**src/rtl/switch_debounce_capture_pkg.sv**
```systemverilog
// Shared defaults and helpers for the switch conditioning block.
// Imported by the interface, the per-bit debouncer and the top.
package sw_cond_pkg;

    localparam int SW_WIDTH           = 8;
    localparam int SW_DEBOUNCE_CYCLES = 16;

    // Counter only has to reach DEBOUNCE_CYCLES-1, so log2 of the cycle count is enough.
    function automatic int cntWidth(input int cycles);
        return (cycles < 2) ? 1 : $clog2(cycles);
    endfunction

    function automatic logic isOneHot(input logic [31:0] vec);
        return ($countones(vec) == 1);
    endfunction

endpackage

```
**src/rtl/switch_debounce_capture_if.sv**
```systemverilog
// Valid/ready request channel from the switch conditioner to the priority decoder.
// The master (switch_debounce_capture) drives valid/data; the slave returns ready.
interface switch_debounce_capture_if
    import sw_cond_pkg::*;
#(
    parameter int WIDTH = SW_WIDTH
);

    logic             req_valid;
    logic             req_ready;
    logic [WIDTH-1:0] req_data;

    modport master (output req_valid, output req_data, input req_ready);
    modport slave  (input req_valid, input req_data, output req_ready);

endinterface

```
**src/rtl/switch_debounce_capture_debounce_bit.sv**
```systemverilog
// One switch bit: two-flop synchroniser, then a run-length debounce counter
// that only accepts a new level after DEBOUNCE_CYCLES consecutive enabled mismatches.
module debounce_bit
    import sw_cond_pkg::*;
#(
    parameter int DEBOUNCE_CYCLES = SW_DEBOUNCE_CYCLES,
    parameter int CNT_W           = cntWidth(DEBOUNCE_CYCLES)
) (
    input  logic clk,
    input  logic rst,
    input  logic ena,
    input  logic sw_i,
    output logic stable_o
);

    localparam logic [CNT_W-1:0] CNT_LAST = CNT_W'(DEBOUNCE_CYCLES - 1);

    logic             sync1_q;
    logic             sync2_q;
    logic             stable_q;
    logic             stable_d;
    logic [CNT_W-1:0] cnt_q;
    logic [CNT_W-1:0] cnt_d;

    // The synchroniser keeps running while disabled so the level is fresh on re-enable.
    always_ff @(posedge clk or posedge rst) begin
        if (rst) begin
            sync1_q <= 1'b0;
            sync2_q <= 1'b0;
        end else begin
            sync1_q <= sw_i;
            sync2_q <= sync1_q;
        end
    end

    always_comb begin
        cnt_d    = cnt_q;
        stable_d = stable_q;
        if (ena) begin
            if (sync2_q == stable_q) begin
                cnt_d = '0;
            end else if (cnt_q == CNT_LAST) begin
                stable_d = sync2_q;
                cnt_d    = '0;
            end else begin
                cnt_d = cnt_q + 1'b1;
            end
        end
    end

    always_ff @(posedge clk or posedge rst) begin
        if (rst) begin
            cnt_q    <= '0;
            stable_q <= 1'b0;
        end else begin
            cnt_q    <= cnt_d;
            stable_q <= stable_d;
        end
    end

    assign stable_o = stable_q;

endmodule

```
**src/rtl/switch_debounce_capture.sv**
```systemverilog
// Switch input conditioner: per-bit debounce, then publish each new non-zero stable vector
// on a valid/ready channel with sticky overrun. Optional macro ONEHOT_FILTER_EN rejects multi-bit vectors.
module switch_debounce_capture
    import sw_cond_pkg::*;
#(
    parameter int   WIDTH           = SW_WIDTH,
    parameter int   DEBOUNCE_CYCLES = SW_DEBOUNCE_CYCLES,
    localparam int  CNT_W           = cntWidth(DEBOUNCE_CYCLES)
) (
    input  logic                      clk,
    input  logic                      rst,
    input  logic                      ena,
    input  logic [WIDTH-1:0]          sw_in,
    switch_debounce_capture_if.master req,
    input  logic                      ovr_clr,
    output logic [WIDTH-1:0]          sw_stable,
    output logic                      overrun,
    output logic                      err_multi
);

    logic [1:0]       rstSync_q;
    logic             rstInt;
    logic [WIDTH-1:0] stable;
    logic [WIDTH-1:0] dPrev_q;
    logic [WIDTH-1:0] dPrev_d;
    logic [WIDTH-1:0] data_q;
    logic [WIDTH-1:0] data_d;
    logic             valid_q;
    logic             valid_d;
    logic             overrun_q;
    logic             overrun_d;
    logic             change;
    logic             nonZero;
    logic             accept;
    logic             publish;

    // Reset asserts immediately but is released two clock edges later, cleanly aligned to clk.
    always_ff @(posedge clk or posedge rst) begin
        if (rst) begin
            rstSync_q <= 2'b11;
        end else begin
            rstSync_q <= {rstSync_q[0], 1'b0};
        end
    end

    assign rstInt = rstSync_q[1];

    for (genvar i = 0; i < WIDTH; i++) begin : g_bit
        debounce_bit #(
            .DEBOUNCE_CYCLES (DEBOUNCE_CYCLES),
            .CNT_W           (CNT_W)
        ) u_debounce (
            .clk      (clk),
            .rst      (rstInt),
            .ena      (ena),
            .sw_i     (sw_in[i]),
            .stable_o (stable[i])
        );
    end

    assign change  = ena && (stable != dPrev_q);
    assign nonZero = |stable;

`ifdef ONEHOT_FILTER_EN
    logic errMulti_q;
    logic errMulti_d;

    assign accept     = isOneHot(32'(stable));
    assign errMulti_d = change && nonZero && !accept;

    always_ff @(posedge clk or posedge rstInt) begin
        if (rstInt) begin
            errMulti_q <= 1'b0;
        end else begin
            errMulti_q <= errMulti_d;
        end
    end

    assign err_multi = errMulti_q;
`else
    assign accept    = 1'b1;
    assign err_multi = 1'b0;
`endif

    assign publish = change && nonZero && accept;

    // A new publish always wins over the transfer; overrun only if the old vector was not taken.
    always_comb begin
        dPrev_d   = ena ? stable : dPrev_q;
        valid_d   = valid_q;
        data_d    = data_q;
        overrun_d = overrun_q;
        if (publish) begin
            valid_d = 1'b1;
            data_d  = stable;
        end else if (valid_q && req.req_ready) begin
            valid_d = 1'b0;
        end
        if (publish && valid_q && !req.req_ready) begin
            overrun_d = 1'b1;
        end else if (ovr_clr) begin
            overrun_d = 1'b0;
        end
    end

    always_ff @(posedge clk or posedge rstInt) begin
        if (rstInt) begin
            dPrev_q   <= '0;
            data_q    <= '0;
            valid_q   <= 1'b0;
            overrun_q <= 1'b0;
        end else begin
            dPrev_q   <= dPrev_d;
            data_q    <= data_d;
            valid_q   <= valid_d;
            overrun_q <= overrun_d;
        end
    end

    assign req.req_valid = valid_q;
    assign req.req_data  = data_q;
    assign sw_stable     = stable;
    assign overrun       = overrun_q;

endmodule

```
**src/flat_wrapper.sv**
```systemverilog
// flat-port wrapper written by rule: the top's interface ports become plain ports
module switch_debounce_capture_flat import sw_cond_pkg::*;
#(
    parameter int   WIDTH           = SW_WIDTH,
    parameter int   DEBOUNCE_CYCLES = SW_DEBOUNCE_CYCLES,
    localparam int  CNT_W           = cntWidth(DEBOUNCE_CYCLES)
)
  (clk, rst, ena, sw_in, ovr_clr, sw_stable, overrun, err_multi, req_req_valid, req_req_data, req_req_ready);
  switch_debounce_capture_if #(.WIDTH(WIDTH)) req_i ();
  input  logic clk;
  input  logic rst;
  input  logic ena;
  input  logic [WIDTH-1:0] sw_in;
  input  logic ovr_clr;
  output logic [WIDTH-1:0] sw_stable;
  output logic overrun;
  output logic err_multi;
  output wire logic [$bits(req_i.req_valid)-1:0] req_req_valid;
  output wire logic [$bits(req_i.req_data)-1:0] req_req_data;
  input wire logic [$bits(req_i.req_ready)-1:0] req_req_ready;
  assign req_req_valid = req_i.req_valid;
  assign req_req_data = req_i.req_data;
  assign req_i.req_ready = req_req_ready;
  switch_debounce_capture #(.WIDTH(WIDTH), .DEBOUNCE_CYCLES(DEBOUNCE_CYCLES)) u_core (.clk(clk), .rst(rst), .ena(ena), .sw_in(sw_in), .req(req_i), .ovr_clr(ovr_clr), .sw_stable(sw_stable), .overrun(overrun), .err_multi(err_multi));
endmodule
```
**config.mk**
```make
export PLATFORM = sky130hd
export DESIGN_NAME = switch_debounce_capture_flat
export DESIGN_NICKNAME = d
export VERILOG_FILES = /design/src/rtl/switch_debounce_capture_pkg.sv /design/src/rtl/switch_debounce_capture_if.sv /design/src/rtl/switch_debounce_capture_debounce_bit.sv /design/src/rtl/switch_debounce_capture.sv /design/src/flat_wrapper.sv
export SDC_FILE = /design/constraint.sdc
export NUM_CORES = 1
export LEC_CHECK = 0
export ABC_AREA = 1
export CAP_MARGIN = 5
export CORE_UTILIZATION = 61
export CTS_CLUSTER_DIAMETER = 120
export CTS_CLUSTER_SIZE = 10
export DETAILED_ROUTE_END_ITERATION = 10
export PLACE_DENSITY = 0.95
export REMOVE_ABC_BUFFERS = 1
export SYNTH_ARGS = -nofsm -noshare
export SYNTH_HDL_FRONTEND = slang
export SYNTH_HIERARCHICAL = 1
export SYNTH_SLANG_ARGS = --single-unit
```
**constraint.sdc**
```tcl
create_clock -name clk -period 2.2 [get_ports clk]
set_input_delay 0.33 -clock clk [delete_from_list [all_inputs] [get_ports clk]]
set_output_delay 0.33 -clock clk [all_outputs]
set_load 0.02 [all_outputs]
```
Yosys cells after proc, flatten, opt, wreduce, memory -nomap -nowiden
Cells that the tools add are included.
{ "totals": {"register_bits": 76} }
{ "op_classes": {"eq_ne": 17, "bitwise": 8, "n_reduce_logical": 17, "muxes": 20, "add_sub_neg": 8} }
{ "ops": {"columns": ["cell", "count"], "rows": [
  ["4-bit 2-to-1 mux", 16],
  ["4-bit by 1-bit adder with 4-bit output (second input constant)", 8],
  ["4-bit equality test (second input constant)", 8],
  ["3-bit AND reduction", 8],
  ["1-bit equality test", 8],
  ["8-bit != test", 1],
  ["1-bit inverter", 8],
  ["8-bit OR reduction", 1],
  ["1-bit logical AND", 5],
  ["1-bit 2-to-1 mux", 4],
  ["2-bit nonzero test", 2],
  ["1-bit zero test", 1]
]} }

Depth between registers and ports, before layout
{ "depth": {"ltp_word": 6, "mapped_depth": 9, "ltp_nobuf": 9} }

Modules after synthesis
The synthesis kept the hierarchy.
{ "by_module_without_submodules": {"columns": ["module", "instances", "area_per_inst_um2", "cells_each", "seq_area_each_um2"], "rows": [
  ["debounce_bit", 8, 326.6, 39, 175.2],
  ["switch_debounce_capture", 1, 935.9, 102, 503.0]
]} }

Worst setup path after synthesis
No wires, ideal clock.
{ "synth_timing": {"path_type": "reg-to-reg", "startpoint": "reg u_core.g_bit[4].u_debounce.stable_q", "endpoint": "reg u_core.valid_q, in the netlist u_core/req.req_valid", "setup_ns": 0.121, "period_less_slack_ns": 1.264, "path_slack_ns": 0.936, "t_required_ns": 2.079, "stages_incl_launch_ff": 7, "arrival_ns": 1.143, "cell_sequence": "dfrtp_1 xnor2_1 nand2_1 nor2_2 nand2_4 nand2_8 o21ai_1"} }
{ "synth_via": {"elab_chain_cells": 4, "word_cells_on_any_way": 6} }
{ "synth_rtl": {"columns": ["element", "line_no", "rtl"], "rows": [
  ["start, declared", "switch_debounce_capture_debounce_bit.sv:20", "logic stable_q;"],
  ["start signal, assigned", "switch_debounce_capture_debounce_bit.sv:57", "stable_q <= stable_d;"],
  ["8-bit != test", "switch_debounce_capture.sv:61", "assign change = ena && (stable != dPrev_q);"],
  ["1-bit logical AND", "switch_debounce_capture.sv:61", null],
  ["1-bit logical AND (*)", "switch_debounce_capture.sv:85", "assign publish = change && nonZero && accept;"],
  ["1-bit 2-to-1 mux / 2-bit nonzero test (equally long branches)", null, null],
  ["end signal, assigned", "switch_debounce_capture.sv:115", "valid_q <= valid_d;"],
  ["end, declared", "switch_debounce_capture.sv:28", "logic valid_q;"]
]} }
Every way passes the cells marked *; elsewhere a longest branch is shown, timed or not.
A chain may end at the register's enable or synchronous reset.

Final worst setup path
{ "layout_timing": {"startpoint": "reg u_core.g_bit[3].u_debounce.stable_q", "endpoint": "out sw_stable[3]"} }
{ "layout_lines": {"columns": ["element", "line_no", "rtl"], "rows": [
  ["start, declared", "switch_debounce_capture_debounce_bit.sv:20", null],
  ["start signal, assigned", "switch_debounce_capture_debounce_bit.sv:57", null],
  ["end, declared", "flat_wrapper.sv:15", "output logic [WIDTH-1:0] sw_stable;"]
]} }
No word-level cell between the ends.

==> metrics.txt <==
Post-Synthesis Cells 414; # rows 27; # DRC 0; critical path capture point type output port; CTS max path bufs 2; crit path buf inv count 1; Starting Density 64.0%; initial antenna violation count 0; die area 0.00613 sq mm; total track usage 27.2%; pwr dens 752 mW/mm^2; Fillers 373; RSZ-0062 raised after global routing no; Final Wtd Congestion 0.807; Synth Cell Area 0.00355 sq mm; Critical Path Fanout Max 8; Worst Hold Class reg -> async; Clock Sinks 76; final wirelength 7.44 mm; drt wl/cell 14.0 microns; post-DP HPWL 5.28 mm; Die H 78.3 microns; layout cells sized above 1 8.91%; vias per inst 5.43; compound-cell area share of the yosys netlist 4.16%; CTS Buf Count 9; Critical Path Max Stage Delay 0.67 ns; worst clock skew 0.00963 ns; Leak 0.00216 uW; TritonRoute pass-1 iters 5; Crit path max-delay family buffers and inverters; mux share of post-synthesis cell area 1.59%; clk slew on worst S/H paths 0.07 ns; Synth Area in XOR/XNOR 3.21%; Critical Path AT 1.57 ns; Max-Cap Viols 0; Clock Root Buffer clkbuf_8; Slew Viols, Final 0; I/O pin cnt 32; I/O Buffers 30; post-CTS setup buffer count 0; Final Cycle Share 86.2%; minimum clock period 1.90 ns; Synth Area in Simple Gates 26.0%; vias in the first global route 2,862; Worst Setup Start Kind flip-flop; Yosys Warn Count 6; total core area 0.00554 sq mm; # H-tree levels 3; diode count 0; global-route wire length before repair 12.6 mm; Layout area overhead 15.7%; Max Freq 527 MHz; largest net degree at the start of global routing 19; Slew HR 54.2%; cts hold-fix bufs 0; worst skew pair latency 0.35 ns; Design Power 3090 uW; combinational family with the most area after synthesis simple AND/OR/NAND/NOR gates; Seq/Total Area, Yosys 53.7%; WS Path Type reg -> out; synthesis-stage register bit count 76; Worst Max-Slew Pin Slew 0.686 ns; Worst IR Drop VDD 508 uV; Syn Area/Cell 8.57 sq um; Nets 476; Worst path slowest cell clkdlybuf4s50_1; CTS tree yes; Req. time, crit path 1.87 ns; DRT iter0 DRCs 223; post_cts resized 0; CP cell instances clkdlybuf4s50_1; antenna viol nets, final 0; Synth Area in Adders 2.82%; gr ovfl total 0; post-synth cell types 23; setup TNS 0 ns; status finished, final reports clean; Final Hold Vio Count 0; Final Setup Violations 0; Die Wd 78.3 microns; vias post-DR 2,889
cell usage in the layout, fill, tap and decap left out, types with 2 or more instances in the layout:
cell	instances
clkbuf_1	5
nand4_1	8
buf_4	2
conb_1	2
inv_1	73
o21ai_0	19
clkdlybuf4s50_1	30
mux2_2	5
ha_1	8
clkbuf_8	11
dfstp_2	2
nand3_2	8
dfrtp_1	74
a21oi_1	8
nor2_1	20
nor2_2	10
xnor2_1	13
nand3_1	26
nand2_1	131
synth_stat cells (all sizes together):
library cell    n  area [sq um]
dfstp           2          52.6
o21ai          20           100
nor2           30           138
dfrtp          74          1850
nand4           8          50.1
a21oi           8          40.0
mux2            5          56.3
buf             3          23.8
inv            74           278
conb            1          3.75
nand3          34           210
nand2         133           523
o21a            1          7.51
ha              8           100
xnor2          13           114
state kept, by name, indices dropped and copies added (netlist names):
name                              count
u_core/overrun                        1
u_core/g_bit.u_debounce/sync2_q       8
u_core/g_bit.u_debounce/stable_o      8
u_core/req.req_data                   8
u_core/g_bit.u_debounce/sync1_q       8
u_core/rstSync_q                      2
u_core/g_bit.u_debounce/cnt_q        32
u_core/dPrev_q                        8
u_core/req.req_valid                  1
report_power, final:
group | leakage (uW) | total, uW | internal, uW | switching, uW
Clock | 0.0000850 | 935 | 475 | 461
Combinational | 0.00113 | 460 | 202 | 258
Sequential | 0.000943 | 1690 | 1530 | 161
Total | 0.00216 | 3090 | 2210 | 880
worst paths after layout:
| check | startpoint | endpoint | cells past startpoint | slack, ns |
|---|---|---|---|---|
| min in group clk | u_core/rstSync_q[0]$_DFF_PP1_ | u_core/rstSync_q[1]$_DFF_PP1_ | 0 | 0.36 |
| min | u_core/rstSync_q[1]$_DFF_PP1_ | u_core/g_bit[5].u_debounce/cnt_q[2]$_DFFE_PP0P_ | 1 | 0.27 |
| max reg2reg | u_core/g_bit[0].u_debounce/stable_o$_DFFE_PP0P_ | u_core/req.req_data[4]$_DFFE_PP0P_ | 6 | 0.70 |
| max | u_core/g_bit[3].u_debounce/stable_o$_DFFE_PP0P_ | sw_stable[3] | 1 | 0.30 |
| max in group asynchronous | u_core/rstSync_q[1]$_DFF_PP1_ | u_core/req.req_data[5]$_DFFE_PP0P_ | 1 | 1.31 |
| min reg2reg | u_core/rstSync_q[1]$_DFF_PP1_ | u_core/g_bit[5].u_debounce/cnt_q[2]$_DFFE_PP0P_ | 1 | 0.27 |
worst register-to-register path, delay by kind of cell, from the launching register on:
kind	cells	cell delay (ns)
AOI/OAI and AO/OA	1	0.41
buffers and inverters	1	0.13
DFF	1	0.50
and+or+nand+nor	4	0.36
cells by family (layout without fill, tap and decap cells):
group	count (synthesis)	in the layout
xor gates and xnor gates	13	13
other	1	2
muxes	5	5
adders and majority gates	8	8
and+or+nand+nor	205	205
AOI/OAI and AO/OA	29	29
DFF	76	76
buffers and inverters	77	122
metrics by stage:
stage | cell area [sq um] | hold WS (ns) | util [%] | instances | setup WS (ns)
after detailed placement | 3930 | 0.289 | 71.0 | 516 | 0.473
after floorplan | 3530 | 0.201 | - | 412 | 0.849
final | 4100 | 0.275 | 74.1 | 532 | 0.304
after global routing | 4100 | 0.299 | 74.1 | 532 | 0.239
after global placement | 3930 | 0.281 | 71.0 | 516 | 0.551
after CTS | 4100 | 0.287 | 74.1 | 532 | 0.299
area by class of cell:
class | instances | area (sq um) | share of cell area [%]
inverter | 74 | 278 | 6.77
tap | 72 | 90.1 | 2.20
timing repair buffer | 32 | 315 | 7.68
multi-input combinational | 262 | 1350 | 32.8
clock buffer | 16 | 170 | 4.15
sequential | 76 | 1900 | 46.4
per-layer routing:
layer / wire, microns / part of all wire, % / up-vias / track usage [%]
met4: 282 / 3.8 / 0 / 15.7
met5: 0 / 0 / - / 0
met3: 395 / 5.3 / 37 / 6.86
met1: 2880 / 39 / 1385 / 29.7
li1: - / - / 1349 / -
met2: 3880 / 52 / 118 / 47.6
(Power assumes the default switching activity.)
